--- config.mk ---
export PLATFORM = sky130hd
export DESIGN_NAME = uart_tx_arbiter
export DESIGN_NICKNAME = d
export VERILOG_FILES = /design/src/rtl/uart_tx_arbiter.sv
export SDC_FILE = /design/constraint.sdc
export NUM_CORES = 1
export LEC_CHECK = 0
export CAP_MARGIN = 20
export CORE_ASPECT_RATIO = 2
export CORE_MARGIN = 2
export CORE_UTILIZATION = 39
export CTS_CLUSTER_DIAMETER = 150
export DETAILED_ROUTE_END_ITERATION = 12
export PLACE_DENSITY_LB_ADDON = 0.12
export SETUP_SLACK_MARGIN = 0.2
export SLEW_MARGIN = 10
export SYNTH_ARGS = -nofsm -noshare
export SYNTH_HDL_FRONTEND = slang
export SYNTH_SLANG_ARGS = --single-unit
--- constraint.sdc ---
create_clock -name clk -period 2.1 [get_ports clk]
set_clock_uncertainty 0.05 [all_clocks]
set_input_delay 0.42 -clock clk [delete_from_list [all_inputs] [get_ports clk]]
set_output_delay 0.42 -clock clk [all_outputs]
set_load 0.01 [all_outputs]
--- src/rtl/uart_tx_arbiter.sv ---
// Round-robin arbiter sharing one UART transmitter among NREQ word producers.
// Optional WAIT-state abort timer enabled by defining UART_TX_ARB_TIMEOUT_EN.
module uart_tx_arbiter #(
  parameter int unsigned N       = 8,
  parameter int unsigned NREQ    = 4,
  parameter int unsigned RW      = 2,
  parameter int unsigned TIMEOUT = 64,
  parameter int unsigned TW      = 7
) (
  input  logic              clk,
  input  logic              rst,
  input  logic [NREQ-1:0]   req,
  input  logic [NREQ*N-1:0] req_data,
  output logic [NREQ-1:0]   ack,
  output logic [NREQ-1:0]   done,
  output logic              busy,
  output logic [RW-1:0]     owner,
  output logic              tx_start,
  output logic [N-1:0]      tx_data,
  input  logic              tx_ready,
  output logic              timeout_err
);

  if (RW < $clog2(NREQ) || TW < $clog2(TIMEOUT + 1)) begin : g_bad_param
    $error("uart_tx_arbiter: RW or TW too narrow for NREQ/TIMEOUT");
  end

  typedef enum logic [1:0] {
    IDLE  = 2'd0,
    START = 2'd1,
    WAIT  = 2'd2
  } state_t;

  state_t          state_q, state_d;
  logic [1:0]      sub_q, sub_d;
  logic [RW-1:0]   ptr_q, ptr_d;
  logic [RW-1:0]   owner_d, pick, owner_inc;
  logic [NREQ-1:0] ack_d, done_d;
  logic [N-1:0]    tx_data_d;
  logic            busy_d, tx_start_d;
  logic            found, expire;
  int unsigned     idx;

  // First requester at or after ptr, wrapping at NREQ
  always_comb begin
    found = 1'b0;
    pick  = ptr_q;
    idx   = 0;
    for (int unsigned i = 0; i < NREQ; i++) begin
      idx = (32'(ptr_q) + i) % NREQ;
      if (!found && req[idx]) begin
        found = 1'b1;
        pick  = RW'(idx);
      end
    end
  end

  assign owner_inc = (owner == RW'(NREQ - 1)) ? '0 : owner + RW'(1);

`ifdef UART_TX_ARB_TIMEOUT_EN
  logic [TW-1:0] tcnt_q, tcnt_d;
  logic          err_q, err_d;

  // Counts WAIT cycles; expire marks the TIMEOUT-th one
  assign expire      = (tcnt_q == TW'(TIMEOUT - 1));
  assign timeout_err = err_q;

  always_comb begin
    tcnt_d = '0;
    err_d  = err_q;
    if (state_q == WAIT) begin
      tcnt_d = tcnt_q + TW'(1);
      if (expire && !tx_ready) err_d = 1'b1;
    end
  end

  always_ff @(posedge clk) begin
    if (rst) begin
      tcnt_q <= '0;
      err_q  <= 1'b0;
    end else begin
      tcnt_q <= tcnt_d;
      err_q  <= err_d;
    end
  end
`else
  assign expire      = 1'b0;
  assign timeout_err = 1'b0;
`endif

  // Next state and next registered outputs
  always_comb begin
    state_d   = state_q;
    sub_d     = sub_q;
    ptr_d     = ptr_q;
    owner_d   = owner;
    tx_data_d = tx_data;
    ack_d     = '0;
    done_d    = '0;
    case (state_q)
      IDLE: begin
        if (found) begin
          state_d   = START;
          sub_d     = 2'd0;
          owner_d   = pick;
          tx_data_d = req_data[pick*N +: N];
          ack_d     = NREQ'(1) << pick;
        end
      end
      START: begin
        sub_d = sub_q + 2'd1;
        if (sub_q == 2'd1) state_d = WAIT;
      end
      WAIT: begin
        // tx_ready wins over a simultaneous expiry
        if (tx_ready || expire) begin
          done_d  = NREQ'(1) << owner;
          ptr_d   = owner_inc;
          state_d = IDLE;
        end
      end
      default: state_d = IDLE;
    endcase
    busy_d     = (state_d != IDLE);
    tx_start_d = (state_d == START);
  end

  always_ff @(posedge clk) begin
    if (rst) begin
      state_q  <= IDLE;
      sub_q    <= 2'd0;
      ptr_q    <= '0;
      owner    <= '0;
      tx_data  <= '0;
      ack      <= '0;
      done     <= '0;
      busy     <= 1'b0;
      tx_start <= 1'b0;
    end else begin
      state_q  <= state_d;
      sub_q    <= sub_d;
      ptr_q    <= ptr_d;
      owner    <= owner_d;
      tx_data  <= tx_data_d;
      ack      <= ack_d;
      done     <= done_d;
      busy     <= busy_d;
      tx_start <= tx_start_d;
    end
  end

endmodule
* Word-level counts from Yosys, hierarchy flattened
Cells that the tools add are included.
** Word-level totals
- Bits in registers :: 26
- Latch bits :: 0
- Memory bits (writable) :: 0
- ROM bits :: 0
- Bits of input ports :: 39
- Output and inout port bits :: 21
- Word-level logic and storage cells :: 67
- Memories kept :: 0
** Operators by class
- Add/sub/neg operators :: 5
- $mul :: 0
- Divide/modulo/power cells :: 0
- $lt $le $gt $ge :: 4
- Eq/ne operators :: 6
- Shift-type cells :: 3
- Muxes and demuxes :: 22
- Bitwise gates (word level) :: 4
- Reduce and logical (&&, ||, !) cells :: 14
** Operators with widths (number)
- $shiftx 32x6->8 :: 1
- $mux 2 :: 8
- $lt 2x3->1 const B :: 4
- $bmux 1 s2 :: 4
- $mux 1 :: 8
- $shl 1x2->4 const A :: 2
- $add 2x1->2 const B :: 3
- $eq 2x1->1 const B :: 3
- $pmux 2 s3 :: 1
- $reduce_and 2->1 :: 3
- $reduce_or 3->1 :: 2
- $add 2x2->2 const B :: 2
- $eq 2x2->1 const B :: 2
- $not 1->1 :: 4
- $pmux 2 s2 :: 1
- $reduce_bool 2->1 :: 2
- $logic_and 1x1->1 :: 3
- $logic_not 1->1 :: 3
- $logic_not 2->1 :: 1
- $ne 2x2->1 const B :: 1

* Logic depth before layout (Yosys ltp)
- Depth in word-level cells :: 15
- Mapped depth :: 7
- Depth with buffers taken out :: 5

* Worst setup path before layout
OpenSTA, ideal clock, no wires.
- Path type :: input port to flip-flop
- Start :: input req[0]
- End :: register tx_data[0]
- Data arrival time :: 1.617 ns
- Required time :: 1.921 ns
- Path slack :: 0.304 ns
- Cell stages on the path :: 6
- Path buffers :: 1
- Path through :: nor2b_1 > or4_4 > and2_4 > buf_6 > a32oi_1 > o211ai_1
** On the way
- Longest elaborated chain between the ends :: 13
- Elaborated cells on any way between the ends :: 23
- Those cells by class :: shift: 1; mux: 15; reduce/logical: 7
** RTL lines
- start: declaration :: RTL line 12 : input logic [NREQ-1:0] req,
- $bmux 1 s2 :: RTL line 51 : if (!found && req[idx]) begin
- $mux 1 (implied by the code) :: RTL line 51
- $mux 1 :: RTL line 51
- $logic_not 1->1 :: RTL line 51
- $logic_and 1x1->1 :: RTL line 51
- $mux 1 :: RTL line 51
- $logic_not 1->1 :: RTL line 51
- $logic_and 1x1->1 :: RTL line 51
- $mux 1 :: RTL line 51
- $logic_not 1->1 :: RTL line 51
- $logic_and 1x1->1 :: RTL line 51
- $mux 2 or $mux 1 (tied branches) :: RTL line 51
- $shiftx 32x6->8 or $reduce_and 2->1 (tied branches)
- end signal: assignment :: RTL line 144 : tx_data <= tx_data_d;
- end: declaration :: RTL line 19 : output logic [N-1:0] tx_data,
Several ways; a longest one is shown, not always the timed one. The select of a mux whose other input is x is not followed.
A chain may end at the register's enable or synchronous reset.

* Final worst setup path
- Start :: register ptr_q[1]
- End :: register tx_data[1]
** On the way
- Longest elaborated chain between the ends :: 13
- Elaborated cells on any way between the ends :: 26
- Those cells by class :: add/sub: 3; shift: 1; mux: 15; reduce/logical: 7
** RTL lines
- start: declaration :: RTL line 36 : logic [RW-1:0] ptr_q, ptr_d;
- start signal: assignment :: RTL line 142 : ptr_q <= ptr_d;
- branches (longest 13 deep; another with $add 2x1->2)
Several ways; the timed one is not identified. The select of a mux whose other input is x is not followed.

==> reports/summary.md <==
Entering global routing, the biggest net connects 19 pins. Across all layers, the routed design uses 1297 vias. The floorplan step defined a core boundary enclosing 0.00298 mm^2. The worst hold path passes through 2 cells.

For this configuration, the core starts out at a cell density of 40.8%. The worst setup path is of the reg2reg kind. The count of hold-fix buffers inserted at cts was 0; the maximum root-to-sink buffer count was 2. The die covers 0.00360 mm^2. The initial antenna violation count is 0, and the number of DRC violations after detailed-routing iteration 0 is 38. Yosys mapped a number of flops with a built-in enable equal to 0. The filler cells instantiated in the layout total 237. The worst register-to-register path begins at ptr_q[1]$_SDFFE_PP0P_. The total overflow left after global routing is 0. The count of cells in the finished layout, fillers not included, comes to 233. The via density per instance is 5.57. The launch instance of the worst min-delay path is sub_q[0]$_SDFFE_PP0P_. The first global-routing pass estimated 5700 um of wire. The number of nets in the synthesized netlist came out at 169. In this run the static leakage power is 0.809 nW.

The run gives 0.25 ns as the register-to-register setup slack. For hold timing, the worst endpoint is sub_q[0]$_SDFFE_PP0P_. The tools report the source of the critical timing path as ptr_q[1]$_SDFFE_PP0P_. For the number of standard cells after synthesis, the log shows 128. Once detail routing completed, the nets flagged for antenna violations numbered 0. At the end of the flow, the number of nets in the layout was 245. The top cell type by area accounts for 42.9% of the synthesized area. The portion of the post-synthesis area used by sequential elements was 42.9%. Counting flops and latches in the post-synthesis netlist gives 26. During synthesis, Yosys emitted a total of 0 warnings. The number of cells traversed by the worst register-to-register path is 6. The endpoint identified for the worst register-to-register timing path is tx_data[1]$_SDFFE_PP0P_. After detailed placement, the design holds a cell count of 224. The logs give 0 for the max-slew violation count and 539 MHz for the maximum operating frequency. The largest total area in the synthesized netlist belongs to sky130_fd_sc_hd__dfxtp_1. The root buffer cell chosen for the clock tree is sky130_fd_sc_hd__clkbuf_8.

The leading register cell type out of synthesis was sky130_fd_sc_hd__dfxtp_1. In the routed design, unresolved DRC markers number 0. For this block, the routed nets add up to 3610 um of wire. Worst-case setup margin in the final layout: 0.246 ns. The tools report the sort of element at the end of the critical path as a register.

From synthesis to final layout, the design area changed by 70.8%. The routed design could run at a clock period as short as 1.85 ns. The peak fanout along the critical path works out to 8. Setup violations remaining at the end of the flow were counted as 0.

The floorplan die height is 82.9 um, and the number of failing hold endpoints at the final stage is 0. The biggest cell delay along the critical path works out to 0.59 ns. The synthesized area was 0.00121 mm^2.

Max-cap violations in this run came to 0. The total clock buffers created by CTS is 3, and the count of buffers from port buffering is 58. The cell at the slowest stage of the critical path is sky130_fd_sc_hd__or4_4. Data on the critical path arrives at its endpoint at 1.96 ns.

From left edge to right edge, the die measures 43.4 um. The logs give 20.3% for the overall track demand over capacity in global routing and 1333 for the via count of the first global-routing pass. The total power consumption of the routed design is 1.28 mW, and the weighted congestion reported at the end of routability-driven placement is 0.831. After synthesis, the netlist uses 40 different library cells.

By area the synthesized netlist is led by sky130_fd_sc_hd__dfxtp_1 (43%), sky130_fd_sc_hd__mux2i_1 (8.2%), sky130_fd_sc_hd__a32oi_1 (5.8%), sky130_fd_sc_hd__o211ai_1 (4.9%), sky130_fd_sc_hd__nand3_1 (3.7%). The tools report the clock latency reported for the late side of the worst-skew pair as 0.27 ns. Setup repair after global routing left no endpoint under its margin. The row count came out at 28. The mean instance size in the synthesized netlist is 9.48 um^2. The number of primary I/O pins came out at 60. The wire-length estimate of the detail-placed layout is 2760 um.

For the detailed-router iteration count before antenna repair, the log shows 4. Type of the most critical hold path: reg2reg. The clock transition at the register clock pins on the worst setup and hold paths after CTS was 0.08 ns; the post-route clock period utilization was 88.3%. In this run the power density over the cells is 615 mW/mm^2. The H-tree level count was 1; the pre-CTS setup slack was -0.302 ns. After synthesis, the share of flip-flops with an asynchronous set or reset is 0%. After detailed routing, the average wire length per cell comes to 15.5 um.

Traced cell by cell, the critical path runs through and3b_1 -> or4_4 -> nand2_8 -> buf_8 -> mux2i_1 -> o211ai_1. TritonCTS built the clock tree. The tools report the startpoint type of the worst setup path as a register.

For the antenna cell count, the log shows 0. The flow ran to the end, and the final reports show no timing, DRC or antenna violations. In the final layout, the share of cells above drive strength 1 is 21.2%. The tools report the worst ir drop on vdd as 0.000593 V.

The clock net sink count was 26; the required time at the endpoint of the critical path was 2.21 ns.
## cell usage after synthesis (2+ instances only)
| master | instances |
|---|---|
| sky130_fd_sc_hd__clkbuf_1 | 2 |
| sky130_fd_sc_hd__nor3_1 | 4 |
| sky130_fd_sc_hd__nand3_1 | 9 |
| sky130_fd_sc_hd__mux2i_1 | 10 |
| sky130_fd_sc_hd__a31oi_1 | 2 |
| sky130_fd_sc_hd__o211ai_1 | 8 |
| sky130_fd_sc_hd__nor2_1 | 11 |
| sky130_fd_sc_hd__a21oi_1 | 7 |
| sky130_fd_sc_hd__dfxtp_1 | 26 |
| sky130_fd_sc_hd__ha_1 | 2 |
| sky130_fd_sc_hd__or2_2 | 3 |
| sky130_fd_sc_hd__a32oi_1 | 8 |
| sky130_fd_sc_hd__nor4_1 | 2 |
| sky130_fd_sc_hd__buf_2 | 3 |
| sky130_fd_sc_hd__o21ai_0 | 2 |
| sky130_fd_sc_hd__nor2b_1 | 4 |
| sky130_fd_sc_hd__nand3b_1 | 2 |
## logic make-up after synthesis
group	Yosys count	share of synthesized area (%)
adders and majority gates	2	2.06
other	1	0.309
buffers and inverters	9	4.02
DFF	26	42.9
muxes	10	8.25
AOI/OAI and AO/OA	30	17.5
and+or+nand+nor	50	25.0
## cell usage in the layout, fill, tap and decap left out, types with 2 or more instances in the layout
cell,n
sky130_fd_sc_hd__clkbuf_2,2
sky130_fd_sc_hd__nand3b_1,2
sky130_fd_sc_hd__a21oi_1,7
sky130_fd_sc_hd__nor2b_1,3
sky130_fd_sc_hd__nand3_1,9
sky130_fd_sc_hd__nor3_1,4
sky130_fd_sc_hd__a31oi_1,2
sky130_fd_sc_hd__dlygate4sd2_1,2
sky130_fd_sc_hd__dfxtp_1,25
sky130_fd_sc_hd__clkdlybuf4s50_1,54
sky130_fd_sc_hd__or2_2,3
sky130_fd_sc_hd__and2_4,2
sky130_fd_sc_hd__a32oi_1,4
sky130_fd_sc_hd__o211ai_1,8
sky130_fd_sc_hd__buf_4,17
sky130_fd_sc_hd__ha_1,2
sky130_fd_sc_hd__clkbuf_8,3
sky130_fd_sc_hd__mux2i_1,10
sky130_fd_sc_hd__nor2_1,11
sky130_fd_sc_hd__o21ai_0,2
sky130_fd_sc_hd__a32oi_2,4
sky130_fd_sc_hd__nor4_1,2
## where the power goes
part	total, mW	switching (mW)	internal (mW)
clock	0.411	0.155	0.255
sequential	0.548	0.0210	0.527
combinational	0.318	0.126	0.191
total	1.28	0.302	0.973
## flip-flops by register name (all words and copies together), names as in the netlist
name      count
ack           4
busy          1
done          4
owner         2
ptr_q         2
state_q       2
sub_q         2
tx_data       8
tx_start      1
## per-stage QoR
stage	hold WS, ns	instance area [um^2]	utilization (%)	setup TNS, ns
5_1_grt	0.477	2070	69.6	0
4_1_cts	0.437	2020	67.7	0
3_3_place_gp	0.417	1920	64.5	-2.09
2_1_floorplan	0.406	1210	-	0
3_5_place_dp	0.425	1920	64.5	-2.66
6_report	0.437	2070	69.6	0
## timing repair
item / CTS / global route
setup endpoints to repair: 12 / 8
setup buffers: 0 / 4
gates resized for setup: 9 / 12
pin swaps: 5 / 2
gates cloned: 1 / 0
## worst max-delay path by stage
| stage | endpoint | slack, ns | cells past startpoint |
|---|---|---|---|
| 4_1_cts | tx_data[4]$_SDFFE_PP0P_ | 0.23 | 6 |
| 6_report | tx_data[1]$_SDFFE_PP0P_ | 0.25 | 6 |
| 2_1_floorplan | tx_data[0]$_SDFFE_PP0P_ | 0.30 | 6 |
| 3_3_place_gp | tx_data[0]$_SDFFE_PP0P_ | -0.22 | 6 |
| 3_5_place_dp | tx_data[4]$_SDFFE_PP0P_ | -0.30 | 6 |
| 5_1_grt | tx_data[5]$_SDFFE_PP0P_ | 0.19 | 6 |
## routing by layer
| metal | part of all wire [%] | track usage, % |
|---|---|---|
| met1 | 33 | 18.5 |
| met2 | 59 | 39.6 |
| met3 | 4.8 | 3.04 |
| met4 | 2.8 | 9.92 |
| met5 | 0 | 0 |
## layout make-up
cell class	count	area, um^2	area share [%]
multi-input cells	94	694	33.5
well taps	30	37.5	1.81
flip-flops and latches	26	524	25.3
inverters	1	3.75	0.181
clock inverters	1	30.0	1.45
clock buffers	3	41.3	1.99
repair buffers	78	742	35.8
## critical path, delay by kind of cell, from the launching register on
family	cells	cell delay, ns
AND/OR/NAND/NOR	3	0.91
multiplexers	1	0.18
buffers and inverters	1	0.14
AO/OA/AOI/OAI	1	0.09
flip-flops	1	0.36
(Power assumes the default switching activity.)
